**src/rtl/alu_pipe.sv**
```systemverilog
// alu_pipe: parametrised multi-stage ALU with push/stop flow control.
// W-bit operands, 8 ops on a 3-bit ctl, zero flag, STAGES register stages.
// Optional macro ALU_OVF_EN adds a pipelined signed-overflow output port ovf.
module alu_pipe #(
  parameter int unsigned W      = 8,
  parameter int unsigned STAGES = 2
) (
  input  logic         clk,
  input  logic         rst,
  input  logic         pushin,
  output logic         stopout,
  input  logic [2:0]   ctl,
  input  logic [W-1:0] a,
  input  logic [W-1:0] b,
  input  logic         ci,
  output logic         pushout,
  input  logic         stopin,
  output logic [W-1:0] z,
  output logic         cout,
  output logic         zf
`ifdef ALU_OVF_EN
  ,
  output logic         ovf
`endif
);

  localparam int unsigned SW = $clog2(W);
  // Stage payload is {zf, cout, z}
  localparam int unsigned DW = W + 2;
  localparam logic [DW-1:0] DATA_RST = {1'b1, 1'b0, {W{1'b0}}};

  localparam logic [2:0] OP_PASS = 3'b000;
  localparam logic [2:0] OP_ADD  = 3'b001;
  localparam logic [2:0] OP_SUB  = 3'b010;
  localparam logic [2:0] OP_XOR  = 3'b011;
  localparam logic [2:0] OP_AND  = 3'b100;
  localparam logic [2:0] OP_OR   = 3'b101;
  localparam logic [2:0] OP_SHL  = 3'b110;
  localparam logic [2:0] OP_SHR  = 3'b111;

  logic [SW-1:0] sh_amt;
  logic          sh_big;
  logic [W-1:0]  b_eff;
  logic [W:0]    sum;
  logic [W:0]    shl;
  logic [W:0]    shr;
  logic [W-1:0]  res_z;
  logic          res_cout;
  logic          res_zf;

  logic [STAGES-1:0] valid_q, valid_d;
  logic [DW-1:0]     data_q [STAGES];
  logic [DW-1:0]     data_d [STAGES];
  logic [STAGES-1:0] hold;

  // Shared adder handles add and subtract (subtract inverts b; ci=1 gives a-b)
  assign b_eff  = (ctl == OP_SUB) ? ~b : b;
  assign sum    = {1'b0, a} + {1'b0, b_eff} + {{W{1'b0}}, ci};

  // Shifts carry one extra bit so the last bit shifted out lands in cout
  assign sh_amt = b[SW-1:0];
  assign sh_big = 32'(sh_amt) >= W;
  assign shl    = {1'b0, a} << sh_amt;
  assign shr    = {a, 1'b0} >> sh_amt;

  // Operation select at the input
  always_comb begin
    res_z    = '0;
    res_cout = 1'b0;
    unique case (ctl)
      OP_PASS: res_z = a;
      OP_ADD,
      OP_SUB:  {res_cout, res_z} = sum;
      OP_XOR:  res_z = a ^ b;
      OP_AND:  res_z = a & b;
      OP_OR:   res_z = a | b;
      OP_SHL:  if (!sh_big) {res_cout, res_z} = shl;
      OP_SHR:  if (!sh_big) {res_z, res_cout} = shr;
      default: res_z = '0;
    endcase
    res_zf = (res_z == '0);
  end

  // Stage k holds when it and every stage after it is full and the consumer stalls
  always_comb begin
    logic h;
    hold = '0;
    h    = 1'b0;
    for (int k = 0; k < STAGES; k++) begin
      h = stopin;
      for (int j = k; j < STAGES; j++) h = h & valid_q[j];
      hold[k] = h;
    end
  end

  assign stopout = hold[0];

  // Next state: non-holding stages load from their predecessor; bubbles collapse
  always_comb begin
    valid_d = valid_q;
    data_d  = data_q;
    if (!hold[0]) begin
      valid_d[0] = pushin;
      if (pushin) data_d[0] = {res_zf, res_cout, res_z};
    end
    for (int k = 1; k < STAGES; k++) begin
      if (!hold[k]) begin
        valid_d[k] = valid_q[k-1];
        if (valid_q[k-1]) data_d[k] = data_q[k-1];
      end
    end
  end

  // Pipeline registers with synchronous reset
  always_ff @(posedge clk) begin
    if (rst) begin
      valid_q <= '0;
      for (int k = 0; k < STAGES; k++) data_q[k] <= DATA_RST;
    end else begin
      valid_q <= valid_d;
      for (int k = 0; k < STAGES; k++) data_q[k] <= data_d[k];
    end
  end

  assign pushout = valid_q[STAGES-1];
  assign z       = data_q[STAGES-1][W-1:0];
  assign cout    = data_q[STAGES-1][W];
  assign zf      = data_q[STAGES-1][W+1];

`ifdef ALU_OVF_EN
  logic              res_ovf;
  logic [STAGES-1:0] ovf_q, ovf_d;

  // Signed overflow: operands agree in sign but the result does not
  assign res_ovf = ((ctl == OP_ADD) || (ctl == OP_SUB)) &&
                   (a[W-1] == b_eff[W-1]) && (sum[W-1] != a[W-1]);

  // Overflow bit follows the same load/hold pattern as the payload
  always_comb begin
    ovf_d = ovf_q;
    if (!hold[0] && pushin) ovf_d[0] = res_ovf;
    for (int k = 1; k < STAGES; k++) begin
      if (!hold[k] && valid_q[k-1]) ovf_d[k] = ovf_q[k-1];
    end
  end

  // Overflow pipeline registers
  always_ff @(posedge clk) begin
    if (rst) ovf_q <= '0;
    else     ovf_q <= ovf_d;
  end

  assign ovf = ovf_q[STAGES-1];
`endif

endmodule
```
**config.mk**
```make
export PLATFORM = sky130hd
export DESIGN_NAME = alu_pipe
export DESIGN_NICKNAME = d
export VERILOG_FILES = /design/src/rtl/alu_pipe.sv
export SDC_FILE = /design/constraint.sdc
export NUM_CORES = 1
export LEC_CHECK = 0
export ABC_CLOCK_PERIOD_IN_PS = 6400
export CAP_MARGIN = 5
export CORE_ASPECT_RATIO = 0.7
export CORE_UTILIZATION = 56
export DETAILED_ROUTE_END_ITERATION = 16
export PLACE_DENSITY = 0.85
export SYNTH_ARGS = -nofsm -noshare
export SYNTH_HDL_FRONTEND = slang
export SYNTH_SLANG_ARGS = --single-unit
```
**constraint.sdc**
```tcl
create_clock -name clk -period 6.4 [get_ports clk]
set_input_delay 1.92 -clock clk [delete_from_list [all_inputs] [get_ports clk]]
set_output_delay 1.92 -clock clk [all_outputs]
set_load 0.02 [all_outputs]
```
==> parameters.txt, run 1 <==
Parameter                              Value

Routing
  WL final ... slightly above 7 mm
  Via-to-Cell Ratio ... 6.211
  Total number of vias ... between 2000 and 2500
  DRC violation count after routing ... 0
  Number of violations reported at the end of detailed-routing iteration 0 ... approximately 320
  Mean routed wirelength per cell ... 17.77 um
  Pre-Repair DR Iteration Count ... 5
  Count of nets left with antenna violations after detail routing ... 0

Cells and area
  Area Overhead vs Synth ... 14.93%
  Filler instances ... around 340
  Fraction of layout cells with a size suffix above 1 ... 4.913%
  Core Util, Final ... between 60% and 70%
  Final nets ... 398
  Diodes inserted ... 0

Floorplanning
  Starting utilization of the core area ... 60.68%
  Area inside the core boundary ... about 4000 um^2
  Overall die area ... 4705 um^2
  Die Wd ... 81.56 um
  Number of I/O pins ... 36
  Die H ... between 50 and 60 um
  Placement Rows ... 19

Synth
  Syn Nets ... between 300 and 400
  Count of cell types in the netlist ... between 50 and 60
  Cells after Synth ... between 300 and 400
  Prevailing post-synth register cell ... sky130_fd_sc_hd__dfxtp_1
  Synthesized area per cell ... between 7 and 8 um^2
  Yosys reg bits ... 22
  Count of warnings emitted by yosys ... 0
  FFs w/ async S/R, synth ... 0%
  Cell area after synthesis ... around 2500 um^2
  Sequential share of the synthesized area ... 17.75%
  Number of enable-type register cells in the synthesized netlist ... 0

Placed design
  Port Buf Inserts ... 35
  Final HPWL from detailed placement ... around 5.4 mm
  Gpl congestion ... ~0.94

STA
  Ratio of final minimum period to clock period ... a little over four fifths
  Actual transition at the worst max-transition pin ... between 1000 and 1500 ps
  Maximum clock frequency ... roughly 0.19 GHz
  Setup repair after global routing missed its margin ... no
  Hold violation total from the final report ... 0
  Final max-slew violation count ... 0
  Fin crit period ... between 5000 and 6000 ps
  Sum Neg Setup Slack ... 0 ps
  Setup violation total in the final timing report ... 0
  Setup clock skew after layout ... ~4.7 ps
  Remaining max-slew budget at the tightest pin ... 32.41%

Power
  Logic pwr share ... a little over two fifths
  Cell internal power dissipation ... approximately 260 uW
  Leakage Power ... 1.190 nW
  Clock network power share ... around 21%
  Pwr per Cell Area ... around 150 nW/um^2
  Fraction of power spent switching nets ... 36.12%
  Largest vdd supply drop ... between 100 and 150 uV
  Switching power of the nets ... approximately 150 uW
  Part of the total power dissipated in sequential elements ... 36.0%

Clock network
  Post-cts hold buffer count ... 0
  Worst-skew pair later-pin latency ... roughly 260 ps
  Total of cells resized after clock tree synthesis ... 0
  Cell chosen for the clock root ... sky130_fd_sc_hd__clkbuf_8
  Postcts setup bufs ... 0
  Number of clock sinks seen by CTS ... 22
  Maximum root-to-sink buffer count ... 2
  CTS tree ... built
  Clock slew at reported path FFs ... 80 ps
  CTS H-Tree Depth ... 1
  Number of buffers inserted during clock tree synthesis ... 3

Setup path
  Maximum net fanout on the critical path ... 8
  Highest-delay cell along the critical path ... sky130_fd_sc_hd__or4b_1
  Worst setup path class ... input port to register
  CP startpoint kind ... input port
  Worst path max stage delay ... 510 ps
  Category of the worst setup path capture point ... register
  Worst Reg2Reg Path Length in Cells ... 7
  Worst EP required ... approximately 6600 ps
  Arr. time, crit path ... 5580 ps
  Ordered list of cells on the worst path ... clkdlybuf4s50_1 -> nand2b_1 -> nor2_1 -> buf_4 -> xnor2_1 -> fa_1 -> inv_1 -> fa_1 -> a211oi_1 -> or3_1 -> a21oi_1 -> o32a_1 -> or3_1 -> or4b_1 -> o21ai_1

Worst hold path
  Cell depth of the worst min-delay path ... 2
  Worst hold-check path type ... register to register

Job
  Max-cap check violation count ... 0

Global route
  Maximum number of pins on one net before global-route repair ... 24
  Number of global-route vias before repair ... between 2000 and 2500
  Global-route usage over all layers ... a little under a third
  Antenna violations before repair ... 0
  Global-route wire length before repair ... between 10 and 15 mm
  Congestion Overflow GR ... 0

Status
  Run status ... complete, no violations
==> worst max-delay path: cells and delay by family <==
family | cells | cell delay (ps)
AND/OR/NAND/NOR | 5 | 1310
AO/OA/AOI/OAI | 4 | 900
buffers and inverters | 3 | 670
adder cells (fa/ha/maj) | 2 | 630
XOR/XNOR | 1 | 150
==> layer usage <==
metal | up-vias | track usage, % | wire length [um]
li1 | 1190 | - | -
met1 | 1137 | 45.93 | 3386
met2 | 136 | 49.05 | 2861
met3 | 9 | 6.772 | 774
met4 | 0 | 4.592 | 50
met5 | - | 0 | 0
==> area by class of cell <==
cell class,instances,area [um^2],share of cell area [%]
multi-input cells,250,1793,62.88
well taps,52,65.06,2.282
flip-flops and latches,22,440.4,15.45
inverters,29,108.9,3.817
clock buffers,3,41.29,1.448
repair buffers,42,402.9,14.13
==> metrics by stage <==
stage / power (mW) / setup WS, ps / hold WS (ps) / std cells / area (um^2)
after detailed placement: 0.3269 / 787.2 / 445.8 / 395 / 2810
final: 0.4146 / 1025 / 451.3 / 398 / 2851
after global routing: 0.4377 / 808.4 / 465.8 / 398 / 2851
after global placement: 0.3246 / 951.9 / 441.7 / 395 / 2810
after CTS: 0.4115 / 1031 / 456.1 / 398 / 2851
after floorplan: 0.2702 / 778.0 / 431.2 / 325 / 2481
==> logic make-up after synthesis <==
| family | share of synthesized area (%) |
|---|---|
| flops | 17.75 |
| simple gates | 20.83 |
| mux | 12.66 |
| compound gates | 21.18 |
| fa+ha+maj | 13.72 |
| xor+xnor | 3.883 |
| buf+inv | 9.985 |
==> Yosys cell counts (3+ instances only) <==
cell type,number,area share [%]
sky130_fd_sc_hd__or3_1,4,1.0
sky130_fd_sc_hd__o21ai_0,12,2.4
sky130_fd_sc_hd__clkbuf_1,6,0.91
sky130_fd_sc_hd__a221oi_1,3,1.1
sky130_fd_sc_hd__mux4_1,4,4.2
sky130_fd_sc_hd__ha_1,24,12
sky130_fd_sc_hd__o31ai_1,3,0.91
sky130_fd_sc_hd__o22ai_1,5,1.3
sky130_fd_sc_hd__nor3b_1,4,1.2
sky130_fd_sc_hd__buf_4,9,2.7
sky130_fd_sc_hd__a21oi_1,33,6.7
sky130_fd_sc_hd__mux2i_1,13,5.2
sky130_fd_sc_hd__mux4_2,3,2.7
sky130_fd_sc_hd__nand2b_1,7,1.8
sky130_fd_sc_hd__buf_2,6,1.2
sky130_fd_sc_hd__a211oi_1,3,0.91
sky130_fd_sc_hd__inv_1,28,4.2
sky130_fd_sc_hd__a22oi_1,4,1.2
sky130_fd_sc_hd__nor2_1,21,3.2
sky130_fd_sc_hd__dfxtp_1,22,18
sky130_fd_sc_hd__nand2_1,49,7.4
sky130_fd_sc_hd__nand3_1,4,0.81
sky130_fd_sc_hd__xnor2_1,10,3.5
sky130_fd_sc_hd__nor2b_1,4,1.0
sky130_fd_sc_hd__nor3_1,5,1.0
==> final timing paths <==
path,endpoint,slack (ps),from
worst max-delay path,data_q[19]$_SDFFE_PP1P_,1020,ctl[0]
worst min-delay path,z[7]$_SDFFE_PP0P_,450,data_q[17]$_SDFFE_PP0P_
worst max register to register,data_q[19]$_SDFFE_PP1P_,4170,valid_q[1]$_SDFFE_PP0N_
worst min register to register,z[7]$_SDFFE_PP0P_,450,data_q[17]$_SDFFE_PP0P_
==> power by group through the flow <==
stage	registers (mW)	clock network, mW	logic (mW)
after global placement	0.152	0	0.172
after global routing	0.150	0.0920	0.196
after detailed placement	0.153	0	0.174
after floorplan	0.153	0	0.117
after CTS	0.149	0.0868	0.175
final	0.149	0.0854	0.180
==> state kept, by name, summed over array words and instances (netlist names) <==
name / count
valid_q: 2
zf: 1
data_q: 10
z: 8
cout: 1
==> cells in the final DEF, fill, tap and decap left out, drive strengths merged, types with 2 or more instances in the layout <==
| cell | instances |
|---|---|
| a221oi | 3 |
| clkbuf | 3 |
| or2 | 2 |
| buf | 7 |
| nor2b | 4 |
| mux4 | 7 |
| dfxtp | 22 |
| nand3 | 4 |
| fa | 2 |
| clkdlybuf4s50 | 35 |
| xnor2 | 10 |
| nor4b | 2 |
| o21ai | 13 |
| a211oi | 3 |
| mux2i | 13 |
| ha | 24 |
| o22ai | 5 |
| nor2 | 21 |
| nand2 | 49 |
| and2 | 2 |
| nor3 | 5 |
| nor3b | 4 |
| nand2b | 7 |
| o31ai | 3 |
| a311oi | 2 |
| inv | 29 |
| a22o | 2 |
| a22oi | 4 |
| or3 | 4 |
| a21oi | 33 |
| a41oi | 2 |
| o221ai | 2 |
No activity file was read; power rests on OpenSTA's default activity.
==> run 2: changes to the inputs <==
--- a/config.mk
+++ b/config.mk
@@ -5,7 +5,7 @@
 export SDC_FILE = /design/constraint.sdc
 export NUM_CORES = 1
 export LEC_CHECK = 0
-export ABC_CLOCK_PERIOD_IN_PS = 6400
+export ABC_CLOCK_PERIOD_IN_PS = 5310
 export CAP_MARGIN = 5
 export CORE_ASPECT_RATIO = 0.7
 export CORE_UTILIZATION = 56
==> constraint.sdc (replaced) <==
create_clock -name clk -period 5.31 [get_ports clk]
set_input_delay 1.593 -clock clk [delete_from_list [all_inputs] [get_ports clk]]
set_output_delay 1.593 -clock clk [all_outputs]
set_load 0.02 [all_outputs]
==> run 2 against run 1 <==
Against the previous run: global-route usage grew 1.6 points; critical path type unchanged; final cell count grew 1.3%; core utilization grew 1.1 points; highest routed layer unchanged.
==> parameters.txt, run 2 (synthesis gave the netlist of run 1 again) <==
Parameter                              Value

STA
  Setup repair after global routing missed its margin ... no
  Remaining max-slew budget at the tightest pin ... approximately a third
  Ratio of final minimum period to clock period ... around 92%
  Final Worst Setup Slack ... ~430 ps
  Actual transition at the worst max-transition pin ... between 900 and 1000 ps
  Setup clock skew after layout ... 4.072 ps
  Final max-slew violation count ... 0
  Fin crit period ... 4881 ps
  Sum Neg Setup Slack ... 0 ps
  Setup violation total in the final timing report ... 0
  Worst hold-check slack ... 455.3 ps
  Maximum clock frequency ... roughly 0.20 GHz
  Hold violation total from the final report ... 0

Global route
  Antenna violations before repair ... 0
  Number of global-route vias before repair ... 2301
  Congestion Overflow GR ... 0
  Maximum number of pins on one net before global-route repair ... 24
  Global-route wire length before repair ... about 12 mm
  Global-route usage over all layers ... between 30% and 40%

Routing
  DRC violation count after routing ... 0
  Number of violations reported at the end of detailed-routing iteration 0 ... 370
  Total number of vias ... approximately 2500
  Mean routed wirelength per cell ... 17.90 um
  WL final ... around 7.2 mm
  Pre-Repair DR Iteration Count ... 5
  Via-to-Cell Ratio ... about 6.3
  Count of nets left with antenna violations after detail routing ... 0

Clock network
  Post-cts hold buffer count ... 0
  Cell chosen for the clock root ... sky130_fd_sc_hd__clkbuf_8
  Total of cells resized after clock tree synthesis ... 0
  CTS tree ... built
  Maximum root-to-sink buffer count ... 2
  Number of buffers inserted during clock tree synthesis ... 3
  Worst-skew pair later-pin latency ... roughly 270 ps
  CTS H-Tree Depth ... 1
  Clock slew at reported path FFs ... ~80 ps
  Postcts setup bufs ... 0
  Number of clock sinks seen by CTS ... 22

Cells and area
  Final nets ... roughly 400
  Commonest non-fill, non-tap cell in the layout ... sky130_fd_sc_hd__nand2_1
  Area Overhead vs Synth ... 16.69%
  Fraction of layout cells with a size suffix above 1 ... under 10%
  Number of flip-flops under the largest register name ... 10
  Diodes inserted ... 0
  Largest register by flop count ... data_q
  Filler instances ... 348
  Top library cells by usage in the layout, fill and taps aside ... sky130_fd_sc_hd__nand2_1 (49), sky130_fd_sc_hd__clkdlybuf4s50_1 (35), sky130_fd_sc_hd__a21oi_1 (33), sky130_fd_sc_hd__inv_1 (28), sky130_fd_sc_hd__ha_1 (24)

Power
  Leakage Power ... approximately 1.2 nW
  Pwr per Cell Area ... roughly 180 nW/um^2
  Largest vdd supply drop ... between 200 and 300 uV
  Total chip power ... approximately 520 uW

Setup path
  CP startpoint kind ... input port
  Worst setup path class ... input port to register
  Arr. time, crit path ... roughly 5100 ps
  Worst EP required ... 5530 ps
  Maximum net fanout on the critical path ... 3
  Category of the worst setup path capture point ... register

Worst hold path
  Worst hold-check path type ... register to register

Status
  Run status ... complete, no violations

Floorplanning
  Overall die area ... around 4700 um^2
  Area inside the core boundary ... approximately 4100 um^2
  Number of I/O pins ... 36
  Placement Rows ... 19
  Die Wd ... 81.56 um
  Die H ... around 58 um
  Starting utilization of the core area ... between 60 and 70%

Placed design
  Port Buf Inserts ... 35
  Final HPWL from detailed placement ... 5.581 mm
  Placement Setup Slack ... approximately 170 ps
  Gpl congestion ... about 1.0

Job
  Max-cap check violation count ... 0
run 2: cell types whose count changed in the layout (fill, tap and decap cells not counted):
cell                       change
sky130_fd_sc_hd__clkbuf_8      +1
sky130_fd_sc_hd__buf_4         +4
run 2: path summary, 6_finish.rpt:
| path | startpoint | to | slack, ps | depth (start not counted) |
|---|---|---|---|---|
| max | ctl[0] | data_q[19]$_SDFFE_PP1P_ | 430 | 14 |
| min | z[2]$_SDFFE_PP0P_ | z[2]$_SDFFE_PP0P_ | 460 | 2 |
| max reg2reg | valid_q[1]$_SDFFE_PP0N_ | data_q[19]$_SDFFE_PP1P_ | 3000 | 7 |
| min reg2reg | z[2]$_SDFFE_PP0P_ | z[2]$_SDFFE_PP0P_ | 460 | 2 |
run 2: where the power goes:
part	total [mW]	switching (mW)	internal, mW
combinational	0.220	0.124	0.0960
clock	0.124	0.0573	0.0664
sequential	0.180	0.00559	0.175
run 2: layout make-up:
class / instances / area (um^2) / area share (%)
inverter: 29 / 108.9 / 3.760
multi-input combinational: 250 / 1793 / 61.93
sequential: 22 / 440.4 / 15.21
tap: 52 / 65.06 / 2.247
timing repair buffer: 46 / 432.9 / 14.95
clock buffer: 4 / 55.05 / 1.901
run 2: critical path, stage by stage:
cell and delay (ps):
sky130_fd_sc_hd__clkdlybuf4s50_1 410, sky130_fd_sc_hd__nand2b_1 170, sky130_fd_sc_hd__nor2_1 170, sky130_fd_sc_hd__xnor2_1 160, sky130_fd_sc_hd__fa_1 220, sky130_fd_sc_hd__inv_1 60, sky130_fd_sc_hd__fa_1 410, sky130_fd_sc_hd__a211oi_1 310
sky130_fd_sc_hd__or3_1 170, sky130_fd_sc_hd__a21oi_1 70, sky130_fd_sc_hd__o32a_1 360, sky130_fd_sc_hd__or3_1 370, sky130_fd_sc_hd__or4b_1 500, sky130_fd_sc_hd__o21ai_1 130
run 2: metal layers:
layer | vias up | share of wire [%] | global-route usage, %
met5 | - | 0 | 0
met3 | 17 | 13 | 11.34
li1 | 1202 | - | -
met1 | 1155 | 45 | 47.63
met2 | 155 | 40 | 47.86
met4 | 0 | 2.1 | 7.908
run 2: stage by stage:
step | utilization (%) | cell area (um^2) | std cells
detailed placement | 69.46 | 2840 | 399
global route | 70.81 | 2895 | 403
finish | 70.81 | 2895 | 403
global placement | 69.46 | 2840 | 399
CTS | 70.81 | 2895 | 403
floorplan | - | 2481 | 325
==> run 3: changes to the inputs <==
--- a/config.mk
+++ b/config.mk
@@ -7,9 +7,10 @@
 export LEC_CHECK = 0
 export ABC_CLOCK_PERIOD_IN_PS = 5310
 export CAP_MARGIN = 5
-export CORE_ASPECT_RATIO = 0.7
+export CORE_ASPECT_RATIO = 0.75
 export CORE_UTILIZATION = 56
 export DETAILED_ROUTE_END_ITERATION = 16
+export HOLD_SLACK_MARGIN = 0.02
 export PLACE_DENSITY = 0.85
 export SYNTH_ARGS = -nofsm -noshare
 export SYNTH_HDL_FRONTEND = slang
==> run 3 against run 2 <==
Against the previous run: combinational power hardly changed; sequential power hardly changed; non-clock buffer count is 1 higher; via count is 2.3% higher; power is 1.2% lower; sequential share of layout area is 0.059 points lower; core utilization is 0.84 points lower; largest power group unchanged; highest routed layer unchanged.
==> parameters.txt, run 3 (synthesis gave the netlist of run 1 again) <==
Parameter                              Value

Status
  Run status ... complete, no violations

Global route
  Antenna violations before repair ... 0
  Global-route usage over all layers ... roughly a third
  Number of global-route vias before repair ... 2317
  Congestion Overflow GR ... 0
  Maximum number of pins on one net before global-route repair ... 24
  Global-route wire length before repair ... ~11 mm

Routing
  Total number of vias ... about 2600
  DRC violation count after routing ... 0
  Mean routed wirelength per cell ... 17.86 um
  Count of nets left with antenna violations after detail routing ... 0
  Via-to-Cell Ratio ... between 6 and 7
  Number of violations reported at the end of detailed-routing iteration 0 ... around 230
  WL final ... about 7.3 mm
  Pre-Repair DR Iteration Count ... 5

Power
  Largest vdd supply drop ... 134.6 uV
  Pwr per Cell Area ... about 180 nW/um^2
  Leakage Power ... between 1 and 1.5 nW
  Total chip power ... between 500 and 600 uW

Floorplanning
  Starting utilization of the core area ... about 60%
  Die Wd ... 78.86 um
  Placement Rows ... 20
  Number of I/O pins ... 36
  Overall die area ... ~4700 um^2
  Area inside the core boundary ... between 4000 and 5000 um^2
  Die H ... 59.65 um

STA
  Ratio of final minimum period to clock period ... between 90% and 100%
  Maximum clock frequency ... roughly 0.20 GHz
  Fin crit period ... between 4000 and 5000 ps
  Setup repair after global routing missed its margin ... no
  Setup clock skew after layout ... 1.855 ps
  Final Worst Setup Slack ... about 420 ps
  Sum Neg Setup Slack ... 0 ps
  Hold violation total from the final report ... 0
  Actual transition at the worst max-transition pin ... between 900 and 1000 ps
  Setup violation total in the final timing report ... 0
  Remaining max-slew budget at the tightest pin ... approximately 34%
  Final max-slew violation count ... 0
  Worst hold-check slack ... roughly 450 ps

Clock network
  CTS tree ... built
  Cell chosen for the clock root ... sky130_fd_sc_hd__clkbuf_8
  Postcts setup bufs ... 0
  Clock slew at reported path FFs ... approximately 80 ps
  Total of cells resized after clock tree synthesis ... 0
  Post-cts hold buffer count ... 0
  Maximum root-to-sink buffer count ... 2
  CTS H-Tree Depth ... 1
  Worst-skew pair later-pin latency ... between 200 and 300 ps
  Number of buffers inserted during clock tree synthesis ... 3
  Number of clock sinks seen by CTS ... 22

Setup path
  Worst EP required ... about 5500 ps
  Ordered list of cells on the worst path ... clkdlybuf4s50_1 -> nand2b_1 -> nor2_1 -> xnor2_1 -> fa_1 -> inv_1 -> fa_1 -> a211oi_1 -> or3_1 -> a21oi_1 -> o32a_1 -> or3_1 -> or4b_1 -> o21ai_1
  R2R Setup Slk ... between 2000 and 3000 ps
  CP startpoint kind ... input port
  Category of the worst setup path capture point ... register
  Arr. time, crit path ... around 5100 ps
  Worst path max stage delay ... 510 ps
  Worst setup path class ... input port to register
  Maximum net fanout on the critical path ... 3
  Highest-delay cell along the critical path ... sky130_fd_sc_hd__or4b_1

Cells and area
  Number of flip-flops under the largest register name ... 10
  Final nets ... slightly above 400
  Top library cells by usage in the layout, fill and taps aside ... sky130_fd_sc_hd__nand2_1 (49), sky130_fd_sc_hd__clkdlybuf4s50_1 (35), sky130_fd_sc_hd__a21oi_1 (33), sky130_fd_sc_hd__inv_1 (28), sky130_fd_sc_hd__ha_1 (24)
  Area Overhead vs Synth ... 17.15%
  Post-route cell area ... around 2900 um^2
  Largest register by flop count ... data_q
  Final standard cell count with taps included and fillers excluded ... around 400
  Fraction of layout cells with a size suffix above 1 ... 6.534%
  Commonest non-fill, non-tap cell in the layout ... sky130_fd_sc_hd__nand2_1
  Diodes inserted ... 0
  Core Util, Final ... between 60% and 70%

Worst hold path
  Worst hold-check path type ... register to register

Placed design
  Placement Setup Slack ... around 170 ps
  Port Buf Inserts ... 35
  Gpl congestion ... 1.055
  Final HPWL from detailed placement ... 5.704 mm
  Cells after DPL ... between 400 and 500
  Dpl cell area ... about 2900 um^2

Job
  Max-cap check violation count ... 0
run 3: worst paths after layout:
path | depth (start not counted) | from | to
max | 14 | ctl[0] | data_q[19]$_SDFFE_PP1P_
min reg2reg | 2 | data_q[13]$_SDFFE_PP0P_ | z[3]$_SDFFE_PP0P_
min | 2 | data_q[13]$_SDFFE_PP0P_ | z[3]$_SDFFE_PP0P_
max reg2reg | 7 | valid_q[1]$_SDFFE_PP0N_ | data_q[19]$_SDFFE_PP1P_
run 3: metal layers:
metal	wire, um	GRT usage, %	up-vias
met1	3126	45.31	1203
li1	-	-	1204
met5	0	0	-
met4	247	10.13	0
met3	896	10.00	22
met2	2997	48.07	158
run 3: area by class of cell:
cell class                      count  area, um^2
Clock buffer                        4       55.05
Fill cell                         368        1247
Inverter                           29       108.9
Multi-Input combinational cell    250        1793
Sequential cell                    22       440.4
Tap cell                           55       68.82
Timing Repair Buffer               47       440.4
run 3: critical path: cells and delay by family:
kind	cells	cell delay [ps]
and+or+nand+nor	5	1350
AOI/OAI and AO/OA	4	890
buffers and inverters	2	470
xor gates and xnor gates	1	160
adders and majority gates	2	610
run 3: power breakdown:
part / switching [mW] / internal [mW] / total, mW
sequential: 0.00549 / 0.175 / 0.180
combinational: 0.123 / 0.0963 / 0.219
clock: 0.0523 / 0.0661 / 0.118
total: 0.181 / 0.337 / 0.518
